File: src/rtl/alarm_audio_scheduler.sv
// Shares the codec sample path between the alarm beep pattern and key-click feedback.
// Counters advance per accepted sample write; the click overrides the alarm only at the output mux.
module alarm_audio_scheduler #(
    parameter int TONE_HALF  = 24,
    parameter int CLICK_HALF = 12,
    parameter int BEEP_ON    = 24000,
    parameter int BEEP_OFF   = 24000,
    parameter int CLICK_LEN  = 1200,
    parameter int DATA_W     = 32,
    parameter logic signed [DATA_W-1:0] AMPLITUDE = 32'sd10000000
) (
    input  logic                     CLOCK_50,
    input  logic                     reset,
    input  logic                     alarm_on,
    input  logic                     click_req,
    input  logic                     audio_out_allowed,
    output logic                     write_audio_out,
    output logic signed [DATA_W-1:0] audio_data,
    output logic                     beeping,
    output logic                     click_busy
);

    localparam int PAT_MAX = (BEEP_ON > BEEP_OFF) ? BEEP_ON : BEEP_OFF;
    localparam int PAT_W   = (PAT_MAX > 1)    ? $clog2(PAT_MAX)    : 1;
    localparam int TONE_W  = (TONE_HALF > 1)  ? $clog2(TONE_HALF)  : 1;
    localparam int CLK_W   = (CLICK_LEN > 1)  ? $clog2(CLICK_LEN)  : 1;
    localparam int CTONE_W = (CLICK_HALF > 1) ? $clog2(CLICK_HALF) : 1;

    localparam logic [PAT_W-1:0]   ON_LAST    = PAT_W'(BEEP_ON - 1);
    localparam logic [PAT_W-1:0]   OFF_LAST   = PAT_W'(BEEP_OFF - 1);
    localparam logic [TONE_W-1:0]  TONE_LAST  = TONE_W'(TONE_HALF - 1);
    localparam logic [CLK_W-1:0]   CLICK_LAST = CLK_W'(CLICK_LEN - 1);
    localparam logic [CTONE_W-1:0] CHALF_LAST = CTONE_W'(CLICK_HALF - 1);

    typedef enum logic [1:0] {IDLE, ON, OFF} state_t;

    state_t             state;
    logic [PAT_W-1:0]   pat_cnt;
    logic [TONE_W-1:0]  tone_cnt;
    logic               tone_neg;
    logic [CLK_W-1:0]   click_cnt;
    logic [CTONE_W-1:0] click_tcnt;
    logic               click_neg;
    logic               wr;

    function automatic logic signed [DATA_W-1:0] square_sample(input logic neg);
        return neg ? -AMPLITUDE : AMPLITUDE;
    endfunction

    // Silence is still written when idle so the codec FIFO never starves.
    assign write_audio_out = audio_out_allowed & ~reset;
    assign wr              = write_audio_out;

    always_ff @(posedge CLOCK_50) begin
        if (reset) begin
            state    <= IDLE;
            beeping  <= 1'b0;
            pat_cnt  <= '0;
            tone_cnt <= '0;
            tone_neg <= 1'b0;
        end else if (!alarm_on) begin
            state   <= IDLE;
            beeping <= 1'b0;
        end else begin
            case (state)
                IDLE: begin
                    state    <= ON;
                    beeping  <= 1'b1;
                    pat_cnt  <= '0;
                    tone_cnt <= '0;
                    tone_neg <= 1'b0;
                end
                ON: if (wr) begin
                    if (pat_cnt == ON_LAST) begin
                        state   <= OFF;
                        pat_cnt <= '0;
                    end else begin
                        pat_cnt <= pat_cnt + 1'b1;
                    end
                    if (tone_cnt == TONE_LAST) begin
                        tone_neg <= ~tone_neg;
                        tone_cnt <= '0;
                    end else begin
                        tone_cnt <= tone_cnt + 1'b1;
                    end
                end
                OFF: if (wr) begin
                    if (pat_cnt == OFF_LAST) begin
                        state    <= ON;
                        pat_cnt  <= '0;
                        tone_cnt <= '0;
                        tone_neg <= 1'b0;
                    end else begin
                        pat_cnt <= pat_cnt + 1'b1;
                    end
                end
                default: begin
                    state   <= IDLE;
                    beeping <= 1'b0;
                end
            endcase
        end
    end

    // A new request always restarts the click, even on its final write.
    always_ff @(posedge CLOCK_50) begin
        if (reset) begin
            click_busy <= 1'b0;
            click_cnt  <= '0;
            click_tcnt <= '0;
            click_neg  <= 1'b0;
        end else if (click_req) begin
            click_busy <= 1'b1;
            click_cnt  <= '0;
            click_tcnt <= '0;
            click_neg  <= 1'b0;
        end else if (click_busy && wr) begin
            if (click_cnt == CLICK_LAST) begin
                click_busy <= 1'b0;
                click_cnt  <= '0;
            end else begin
                click_cnt <= click_cnt + 1'b1;
            end
            if (click_tcnt == CHALF_LAST) begin
                click_neg  <= ~click_neg;
                click_tcnt <= '0;
            end else begin
                click_tcnt <= click_tcnt + 1'b1;
            end
        end
    end

    always_comb begin
        audio_data = '0;
        if (click_busy) begin
            audio_data = square_sample(click_neg);
        end else if (state == ON) begin
            audio_data = square_sample(tone_neg);
        end
    end

endmodule

File: config.mk
export PLATFORM = sky130hd
export DESIGN_NAME = alarm_audio_scheduler
export DESIGN_NICKNAME = d
export VERILOG_FILES = /design/src/rtl/alarm_audio_scheduler.sv
export SDC_FILE = /design/constraint.sdc
export NUM_CORES = 1
export LEC_CHECK = 0
export ABC_AREA = 1
export CAP_MARGIN = 20
export CORE_AREA = 2 2 75 77
export DETAILED_ROUTE_END_ITERATION = 10
export DIE_AREA = 0 0 77 79
export MAX_ROUTING_LAYER = met4
export PLACE_DENSITY = 0.74
export SLEW_MARGIN = 20
export SYNTH_ARGS = -nofsm -noshare
export SYNTH_HDL_FRONTEND = slang
export SYNTH_SLANG_ARGS = --single-unit
File: constraint.sdc
create_clock -name CLOCK_50 -period 4.25 [get_ports CLOCK_50]
set_input_delay 0.425 -clock CLOCK_50 [delete_from_list [all_inputs] [get_ports CLOCK_50]]
set_output_delay 0.425 -clock CLOCK_50 [all_outputs]
set_load 0.1 [all_outputs]
==> impl_metrics.ini, run 1 <==
[outcome]
status = completed

[placed_design]
dp_hpwl_mm = 3.79
post-place-ws_ps = 1260
gp_congestion = 0.850
io_buffer_count = 32

[timing]
tightestPinTransition_ps = 981
post-route-period-util_pct = 77.6
final-max-slew-violation-count = 0
finClkSkew_ps = 4.76
fin_tns_setup_ps = 0
fin_ws_ps = 953
fmax_mhz = 303
fin_crit_ps = 3300
relSlewSlack_pct = 34.4
setup_violations = 0
rsz0062_at_grt = no
finalHoldViolCount = 0
whs_ps = 463

[power_and_ir_drop]
ir_drop_v = 0.000182
p_switching_mw = 0.314
p_per_area_nw_per_um2 = 301
internal_power_mw = 0.547
p_leak_nw = 1.11
p_sw_share_pct = 36.5
combPwrFrac_pct = 24.7
clock_power_share_pct = 29.3
power_mw = 0.861
p_seq_share_pct = 46.0

[yosys]
synth_top_area_share_pct = 31.8
synth_cells = 376
synth_area_per_cell_um2 = 6.87
synth_edf_count = 0
ys_ff_latch = 41
yosysSeqAreaShare_pct = 31.8
synth_top_flop_cell = dfxtp_1
yosys-top-cells-area = dfxtp_1 32%, nand2_1 12%, buf_4 8.4%
async_flop_share_pct = 0
synth_top_area_cell = dfxtp_1
yosys_warnings = 0
synth_cell_types = 34
syn_area_um2 = 2580

[clocking]
post_cts_resized = 0
cts.sinks = 41
htreeDepth = 2
cts.path.max_buffers = 2
cts_tree = built
hold_buffers = 0
cts.reportedPaths.clkPinSlew_ps = 80
clock-root-buffer = clkbuf_8
cts_buffers = 5
clk_latency_ps = 290
post_cts_buffers = 0

[worst_setup_path]
crit_path_max_incr_delay_ps = 1290
worstPathRequired_ps = 3830
cp-end-kind = primary output
worstPathArrival_ps = 2870
cp_num_buf_inv = 2
reg2reg_setup_slack_ps = 2350
path_class = register to primary output
slowest_stage = clkdlybuf4s50_1
start_kind = register
crit_chain = inv_1 > ha_1 > nand3_1 > o21ai_1 > clkdlybuf4s50_1
path_max_fanout = 17
critPathTopFamily = buffers and inverters

[floorplan]
die_h_um = 79
initial_utilization_pct = 48.4
die_area_um2 = 6080
rows = 27
core_area_um2 = 5340
ios = 40
dieWidth_um = 77

[hold_path]
hp-class = register to register

[grt]
grt-ovfl-total = 0
grt_max_degree = 18
grt_pass1_wl_mm = 8.56
grt_usage_pct = 17.9
grt_pass1_vias = 1972
antenna_found_initial = 0

[drt]
viasPerCell = 4.77
vias = 2205
drt_iter0_drc = 70
drc = 0
finalWirelength_mm = 4.95
drtPass1Iterations = 4
postRouteAntennaNets = 0
post_drt_wl_per_cell_um = 10.7

[job]
cap_violations = 0

[layout]
area_delta_synth_final_pct = 10.9
num_antenna_cells = 0
post_route_cells_drive_above_1_share_pct = 8.46
nets = 402
layout_common_cells = 81 x nand2_1, 48 x nor2_1, 45 x inv_1
finish.utilization_pct = 53.6
mostFrequentLayoutCell = nand2_1
tightest hold or removal path, cell delays in order, from the launching register on:
cell and delay, ps:
dfxtp_1 310, nand2_1 60, a21oi_1 50
power groups by stage:
stage                     combinational (mW)  clock (mW)  sequential, mW
final                                  0.213       0.252           0.396
after global routing                   0.225       0.280           0.397
after CTS                              0.213       0.263           0.396
after detailed placement               0.213           0           0.405
after global placement                 0.212           0           0.404
after floorplan                        0.180           0           0.414
cells by family (layout without fill, tap and decap cells):
group | Yosys count | in the layout | synth area share [%]
AO/OA/AOI/OAI | 46 | 46 | 9.45
XOR/XNOR | 6 | 6 | 2.03
adder cells (fa/ha/maj) | 8 | 8 | 3.88
buffers and inverters | 82 | 90 | 16.7
flip-flops | 41 | 41 | 31.8
other | 1 | 7 | 0.145
AND/OR/NAND/NOR | 192 | 192 | 36.0
stage by stage:
step	instance area (um2)	cells
global placement	2780	454
detailed placement	2780	454
global route	2860	462
CTS	2860	462
floorplan	2610	382
finish	2860	462
final timing paths:
check / start / to / cells after the start
min reg2reg: pat_cnt[14]$_SDFFE_PP0P_ / pat_cnt[14]$_SDFFE_PP0P_ / 2
min: pat_cnt[14]$_SDFFE_PP0P_ / pat_cnt[14]$_SDFFE_PP0P_ / 2
max: state[1]$_SDFFE_PP0P_ / audio_data[25] / 5
max reg2reg: state[0]$_SDFFE_PP0P_ / pat_cnt[5]$_SDFFE_PP0P_ / 10
cell type report:
| class | instances | area, um2 |
|---|---|---|
| inverters | 50 | 193 |
| flip-flops and latches | 41 | 821 |
| multi-input cells | 259 | 1350 |
| clock buffers | 5 | 68.8 |
| well taps | 72 | 90.1 |
| fillers | 552 | 2470 |
| repair buffers | 32 | 320 |
| clock inverters | 3 | 17.5 |
state kept, by name (all words and copies together), names as in the netlist:
signal / cells
tone_cnt: 5
beeping: 1
click_neg: 1
click_cnt: 11
click_busy: 1
state: 2
pat_cnt: 15
tone_neg: 1
click_tcnt: 4
layer usage:
layer / wire, um / track usage [%] / share of wire (%)
met1: 2250 / 20.3 / 45
met2: 2520 / 30.7 / 51
met3: 118 / 4.43 / 2.4
met4: 59 / 6.79 / 1.2
met5: 0 / - / 0
synth_stat cells, types with 2 or more instances:
master     n
inv_2      3
xor2_1     5
buf_4     29
ha_1       8
o21a_1     2
nand2_4    5
inv_4      2
inv_1     45
nor2_1    48
nor3_1     9
o21ai_0   14
nor2_2     2
buf_2      2
nand2_1   81
dfxtp_1   41
a21oi_1   26
nor3b_1    3
nor2_4     3
nand3_1   16
nand4_1   12
nand3b_1   3
nand2_2    5
No activity file was read; power rests on OpenSTA's default activity.
==> run 2: changes to the inputs <==
Settings changed: CORE_AREA 2 2 75 77 to 2 2 76 78, DIE_AREA 0 0 77 79 to 0 0 78 80, PLACE_DENSITY 0.74 to 0.75.
Clock period 4.25 ns to 2.66 ns, I/O delays scaled along.
==> impl_metrics.ini, run 2 (synthesized netlist as in run 1, its figures left out) <==
[clocking]
hold_buffers = 0
cts_tree = built
cts.path.max_buffers = 2
htreeDepth = 2
post_cts_resized = 0
cts.reportedPaths.clkPinSlew_ps = 70
clock-root-buffer = clkbuf_8
cts_buffers = 5
clk_latency_ps = 300
post_cts_buffers = 0
cts.sinks = 41

[worst_setup_path]
start_kind = register
r2r_start = state[0]$_SDFFE_PP0P_
worstPathArrival_ps = 1820
path_max_fanout = 7
startpoint = state[1]$_SDFFE_PP0P_
path_class = register to primary output
reg2reg_to = pat_cnt[5]$_SDFFE_PP0P_
worstPathRequired_ps = 2390
r2r_cells = 10
cp-end-kind = primary output
reg2reg_setup_slack_ps = 730

[drt]
finalWirelength_mm = 5.17
post_drt_wl_per_cell_um = 11.2
vias = 2262
drc = 0
drt_iter0_drc = 121
drtPass1Iterations = 4
viasPerCell = 4.90
postRouteAntennaNets = 0

[layout]
nets = 402
largest_reg_flops = 15
mostFrequentLayoutCell = nand2_1
regMostFlops = pat_cnt
post_route_cells_drive_above_1_share_pct = 16.4
top_regs = pat_cnt (15), click_cnt (11), tone_cnt (5)
area_delta_synth_final_pct = 10.4
layout_common_cells = 81 x nand2_1, 48 x nor2_1, 45 x inv_1
num_antenna_cells = 0

[hold_path]
hold_depth = 2
hp-class = register to register
min-delay-start = beeping$_SDFFE_PP0P_
holdPathEnd = beeping$_SDFFE_PP0P_

[timing]
post-route-period-util_pct = 78.3
rsz0062_at_grt = no
fin_tns_setup_ps = 0
fin_crit_ps = 2080
finClkSkew_ps = 12.0
fmax_mhz = 480
fin_ws_ps = 576
setup_violations = 0
whs_ps = 459
final-max-slew-violation-count = 0
finalHoldViolCount = 0

[grt]
antenna_found_initial = 0
grt-ovfl-total = 0
grt_max_degree = 18
grt_pass1_vias = 2076
grt_pass1_wl_mm = 8.85
grt_usage_pct = 18.0

[power_and_ir_drop]
ir_drop_v = 0.000298
combPwrFrac_pct = 22.4
clock_power_share_pct = 35.4
p_switching_mw = 0.509
p_sw_share_pct = 33.9
internal_power_mw = 0.993
p_leak_nw = 1.18
p_per_area_nw_per_um2 = 527
p_seq_share_pct = 42.1

[floorplan]
die_h_um = 80
dieWidth_um = 78
rows = 27
initial_utilization_pct = 47.8
ios = 40
core_area_um2 = 5410
die_area_um2 = 6240

[placed_design]
gp_congestion = 0.887
dp_hpwl_mm = 3.96
post-place-ws_ps = 509
io_buffer_count = 32

[outcome]
status = completed

[job]
cap_violations = 0
[run 2: cell count changes in the layout (fill, tap and decap cells not counted), sizes merged]
cell | before | now
buf | 0 | 28
bufinv | 0 | 1
clkbuf | 5 | 6
clkdlybuf4s50 | 32 | 4
clkinv | 2 | 0
[run 2: how the worst max path moves through the flow]
stage	depth (start not counted)	to	slack (ps)
after floorplan	3	audio_data[11]	170
after global routing	7	audio_data[23]	400
after detailed placement	10	click_cnt[5]$_SDFFE_PP0P_	510
after global placement	10	click_cnt[5]$_SDFFE_PP0P_	570
after CTS	7	audio_data[19]	550
final	7	audio_data[23]	580
[run 2: per-layer routing]
layer,part of all wire [%],vias to the layer above,GRT usage [%]
met2,50,35,32.5
met1,44,1028,19.9
li1,-,1191,-
met5,0,-,-
met4,1.5,0,6.49
met3,4.4,8,3.05
[run 2: worst max-delay path: stages (launching register included)]
cell	delay [ps]
dfxtp_1	340
inv_1	80
ha_1	270
inv_1	120
nor2_1	140
nand2_1	110
o21ai_4	120
buf_4	330
[run 2: power by group through the flow]
stage	sequential, mW	combinational [mW]	clock, mW
final	0.633	0.337	0.532
after global routing	0.634	0.358	0.567
after CTS	0.633	0.338	0.542
after detailed placement	0.647	0.337	0
after global placement	0.647	0.335	0
after floorplan	0.661	0.289	0
[run 2: per-stage QoR]
| step | instance area (um2) | util (%) | total power [mW] | instances |
|---|---|---|---|---|
| global route | 2850 | 52.7 | 1.56 | 462 |
| CTS | 2850 | 52.7 | 1.51 | 462 |
| detailed placement | 2730 | 50.5 | 0.984 | 454 |
| finish | 2850 | 52.7 | 1.50 | 462 |
| global placement | 2730 | 50.5 | 0.982 | 454 |
| floorplan | 2630 | - | 0.950 | 382 |
[run 2: area by class of cell]
cell class                      instances  area [um2]
Fill cell                             535        2550
Multi-Input combinational cell        259        1380
Sequential cell                        41         822
Timing Repair Buffer                   32         250
Inverter                               50         193
Tap cell                               72        90.1
Clock buffer                            6        82.6
Clock inverter                          2        37.5
